<file path="src/rtl/fifo_stream_drain.sv">
// Drains a non-FWFT FIFO read port into a valid/ready stream with m_last framing.
// Define FIFO_STREAM_DRAIN_STATS_EN to add the stat_words / stat_stall counters.
module fifo_stream_drain #(
    parameter int unsigned WIDTH     = 16,
    parameter int unsigned RD_LAT    = 1,
    parameter int unsigned BUF_DEPTH = 4,
    parameter int unsigned PKT_LEN   = 8
) (
    input  logic             clk,
    input  logic             rst,
    output logic             fifo_rd_read,
    input  logic [WIDTH-1:0] fifo_rd_dout,
    input  logic             fifo_rd_empty,
    output logic [WIDTH-1:0] m_data,
    output logic             m_valid,
    input  logic             m_ready,
    output logic             m_last
`ifdef FIFO_STREAM_DRAIN_STATS_EN
    ,
    output logic [31:0]      stat_words,
    output logic [31:0]      stat_stall
`endif
);

    localparam int unsigned PW = $clog2(BUF_DEPTH);
    localparam int unsigned CW = PW + 1;
    localparam int unsigned KW = (PKT_LEN > 1) ? $clog2(PKT_LEN) : 1;
    localparam logic [KW-1:0] LAST_IDX = (PKT_LEN > 0) ? KW'(PKT_LEN - 1) : '0;
    localparam logic [CW:0] DEPTH_C = (CW + 1)'(BUF_DEPTH);

    logic [WIDTH-1:0] mem [BUF_DEPTH];
    logic [PW-1:0]    head;
    logic [PW-1:0]    tail;
    logic [CW-1:0]    count;
    logic [RD_LAT-1:0] pipe;
    logic [CW-1:0]    inflight;
    logic [KW-1:0]    pkt_cnt;
    logic             push;
    logic             pop;

    always_comb begin
        inflight = '0;
        for (int unsigned i = 0; i < RD_LAT; i++) begin
            inflight = inflight + CW'(pipe[i]);
        end
    end

    // Credit rule: words already requested count against buffer space.
    assign fifo_rd_read = !rst && !fifo_rd_empty &&
                          (({1'b0, count} + {1'b0, inflight}) < DEPTH_C);

    assign push    = pipe[RD_LAT-1];
    assign m_valid = (count != '0);
    assign pop     = m_valid && m_ready;
    assign m_data  = mem[head];
    assign m_last  = (PKT_LEN != 0) && m_valid && (pkt_cnt == LAST_IDX);

    always_ff @(posedge clk) begin
        if (rst) begin
            pipe <= '0;
        end else begin
            pipe[0] <= fifo_rd_read;
            for (int unsigned i = 1; i < RD_LAT; i++) begin
                pipe[i] <= pipe[i-1];
            end
        end
    end

    always_ff @(posedge clk) begin
        if (!rst && push) begin
            mem[tail] <= fifo_rd_dout;
        end
    end

    always_ff @(posedge clk) begin
        if (rst) begin
            head  <= '0;
            tail  <= '0;
            count <= '0;
        end else begin
            if (push) begin
                tail <= tail + 1'b1;
            end
            if (pop) begin
                head <= head + 1'b1;
            end
            case ({push, pop})
                2'b10:   count <= count + 1'b1;
                2'b01:   count <= count - 1'b1;
                default: count <= count;
            endcase
        end
    end

    always_ff @(posedge clk) begin
        if (rst) begin
            pkt_cnt <= '0;
        end else if (pop && (PKT_LEN != 0)) begin
            pkt_cnt <= (pkt_cnt == LAST_IDX) ? '0 : pkt_cnt + 1'b1;
        end
    end

`ifdef FIFO_STREAM_DRAIN_STATS_EN
    always_ff @(posedge clk) begin
        if (rst) begin
            stat_words <= '0;
            stat_stall <= '0;
        end else begin
            if (pop && (stat_words != '1)) begin
                stat_words <= stat_words + 1'b1;
            end
            if (m_valid && !m_ready && (stat_stall != '1)) begin
                stat_stall <= stat_stall + 1'b1;
            end
        end
    end
`endif

endmodule

</file>
<file path="config.mk">
export PLATFORM = sky130hd
export DESIGN_NAME = fifo_stream_drain
export DESIGN_NICKNAME = d
export VERILOG_FILES = /design/src/rtl/fifo_stream_drain.sv
export SDC_FILE = /design/constraint.sdc
export NUM_CORES = 1
export LEC_CHECK = 0
export BUFFER_PORTS_ARGS = -buffer_cell sky130_fd_sc_hd__clkbuf_2
export CAP_MARGIN = 20
export CORE_MARGIN = 2
export CORE_UTILIZATION = 45
export DETAILED_ROUTE_END_ITERATION = 6
export HOLD_SLACK_MARGIN = 0.15
export PLACE_DENSITY = 0.77
export SLEW_MARGIN = 20
export SYNTH_ARGS = -nofsm -noshare
export SYNTH_HDL_FRONTEND = slang
export SYNTH_SLANG_ARGS = --single-unit
</file>
<file path="constraint.sdc">
create_clock -name clk -period 4.6 [get_ports clk]
set_input_delay 0.23 -clock clk [delete_from_list [all_inputs] [get_ports clk]]
set_output_delay 0.23 -clock clk [all_outputs]
set_load 0.05 [all_outputs]
</file>
==> flow_metrics.env <==
export IMPL_hold_violations=0
export IMPL_areaGrowthSynthToFinish_pct=22.2
export IMPL_post_cts_repair_setup_buffers=0
export IMPL_utilization_pct=56.9
export IMPL_die_x_um=85.0
export IMPL_setup_tns_ns=0
export IMPL_regToRegStartpoint="count[0]$_SDFFE_PP0P_"
export IMPL_finalSetupViolations=0
export IMPL_htree_levels=3
export IMPL_antenna_found_initial=0
export IMPL_ctsHoldBuffers=17
export IMPL_post_place_ws_ns=2.37
export IMPL_critPathLaunchType="flop"
export IMPL_die_area_mm2=0.00723
export IMPL_dp_cells=260
export IMPL_firstDrtPassIters=3
export IMPL_rr_worst_depth=8
export IMPL_setup_worst_path_end_class="primary output"
export IMPL_gp_congestion=0.651
export IMPL_clk_latency_ns=0.33
export IMPL_hp_class="input pin to flop"
export IMPL_ant_nets=0
export IMPL_hold_path_startpoint="rst"
export IMPL_hold_depth=2
export IMPL_ys_seq_area_share_pct=73.8
export IMPL_core_region_area_mm2=0.00635
export IMPL_overflow=0
export IMPL_syn_area_per_cell_um2=19.7
export IMPL_vias_per_cell=5.05
export IMPL_reg2reg_to="count[2]$_SDFFE_PP0P_"
export IMPL_cts_sinks=77
export IMPL_power_density_mw_per_mm2=536
export IMPL_dp_hpwl_mm=3.02
export IMPL_avgRoutedWirePerCell_um=16.2
export IMPL_grt_pass1_vias=1614
export IMPL_async_reset_ff_share_pct=0
export IMPL_fin_crit_sh_pct=46.4
export IMPL_postRouteWirelength_mm=4.75
export IMPL_cts_tree="built"
export IMPL_cp_arrival_ns=1.91
export IMPL_ir_drop_mv=0.397
export IMPL_mostFrequentLayoutCells="edfxtp_1 (64), clkbuf_2 (38), dlygate4sd3_1 (17), mux4_2 (16), dfxtp_1 (12)"
export IMPL_rows=29
export IMPL_syn_nets=178
export IMPL_ys_warnings_count=0
export IMPL_drv_slew=0
export IMPL_numCtsBuffers=9
export IMPL_synth_ff_type="edfxtp_1"
export IMPL_clock_path_buffers=2
export IMPL_layout_nets=239
export IMPL_crit_required_ns=4.37
export IMPL_holdPathEnd="count[2]$_SDFFE_PP0P_"
export IMPL_max_freq_mhz=468
export IMPL_vias=1481
export IMPL_instances_no_fill=293
export IMPL_diodes=0
export IMPL_syn_area_mm2=0.00296
export IMPL_root_buffer="clkbuf_8"
export IMPL_path_class="flop to primary output"
export IMPL_io_pin_count=39
export IMPL_cap_violations=0
export IMPL_clk_pin_slew_worst_paths_ns=0.07
export IMPL_fin_skew_ns=0.00620
export IMPL_period_needed_ns=2.14
export IMPL_mostFrequentLayoutCell="edfxtp_1"
export IMPL_drc=0
export IMPL_r2r_setup_slack_ns=2.61
export IMPL_rsz0062_at_grt="false"
export IMPL_tightest_slew_ns=0.833
export IMPL_worst_slack_ns=2.46
export IMPL_synth_seq_cells=77
export IMPL_grt_use_total_pct=14.3
export IMPL_path_max_fanout=16
export IMPL_portBuffers=38
export IMPL_cellLeakagePower_nw=1.29
export IMPL_die_h_um=85.0
export IMPL_synth_edf_count=64
export IMPL_initial_core_util_pct=46.5
export IMPL_grt_max_degree=17
export IMPL_finalPower_mw=1.94
export IMPL_ys_types=23
export IMPL_drive_above_1_share_pct=32.9
export IMPL_synthCells=150
export IMPL_cts_resized=0
export IMPL_grt_pass1_wl_mm=7.72
export IMPL_outcome="finished clean"
export IMPL_drt_iter0_markers=63
export IMPL_slew_headroom_pct=44.5
## kinds of logic (layout without fill, tap and decap cells)
| group | count (synthesis) | after routing | share of synthesized area [%] |
|---|---|---|---|
| AOI/OAI and AO/OA | 8 | 8 | 2.12 |
| xor gates and xnor gates | 5 | 5 | 1.48 |
| adders and majority gates | 8 | 8 | 3.64 |
| buffers and inverters | 12 | 78 | 2.24 |
| DFF | 77 | 77 | 73.8 |
| muxes | 19 | 19 | 13.2 |
| and+or+nand+nor | 21 | 21 | 3.47 |
## state kept, by name (all words and copies together), names as in the netlist, named ones only
| signal | count |
|---|---|
| head | 2 |
| pkt_cnt | 3 |
| pipe | 1 |
| mem | 64 |
| count | 3 |
| tail | 2 |
## where the power goes
group | switching [mW] | internal (mW)
clock | 0.234 | 0.358
sequential | 0.0757 | 0.795
combinational | 0.296 | 0.178
total | 0.606 | 1.33
## cells in the mapped netlist, types with 2 or more instances
master     n  share of area (%)
a21oi_1    3               0.51
a31oi_1    2               0.42
and2_1     5                1.1
buf_6      2               0.76
dfxtp_1   13                8.8
edfxtp_1  64                 65
ha_1       7                3.0
inv_1      7               0.89
mux2i_1    3                1.0
mux4_2    16                 12
nor2_1    11                1.4
or3_1      3               0.64
xor2_1     4                1.2
## cell type report
class | count | area, um2
timing repair buffer | 55 | 360
clock buffer | 9 | 124
sequential | 77 | 2180
inverter | 7 | 26.3
clock inverter | 7 | 114
multi-input combinational | 61 | 707
tap | 77 | 96.3
fill | 503 | 2740
## metrics by stage
step / cell area [um2] / hold WS, ns
after global routing: 3610 / 0.261
after detailed placement: 3200 / 0.458
after CTS: 3610 / 0.227
after floorplan: 2960 / 0.299
final: 3610 / 0.238
after global placement: 3200 / 0.451
## how the worst max path moves through the flow
| stage | start | end | slack [ns] | depth (start not counted) |
|---|---|---|---|---|
| floorplan | count[0]$_SDFFE_PP0P_ | count[2]$_SDFFE_PP0P_ | 2.77 | 8 |
| global placement | flop | m_data[12] | 2.39 | 2 |
| detailed placement | flop | m_data[12] | 2.37 | 2 |
| CTS | flop | m_data[12] | 2.00 | 2 |
| global route | flop | m_data[0] | 2.34 | 2 |
| finish | flop | m_data[12] | 2.46 | 2 |
## critical path, stage by stage, from the launching register on
cell and delay (ns):
dfxtp_2 0.71, mux4_2 0.60, clkbuf_2 0.25
## per-layer routing
metal / vias up / part of all wire (%) / global-route usage [%]
met5: - / 0 / 0
met4: 0 / 1.3 / 6.49
met3: 8 / 4.2 / 3.40
met2: 33 / 52 / 24.7
met1: 734 / 42 / 16.9
li1: 706 / - / -
No activity file was read; power rests on OpenSTA's default activity.
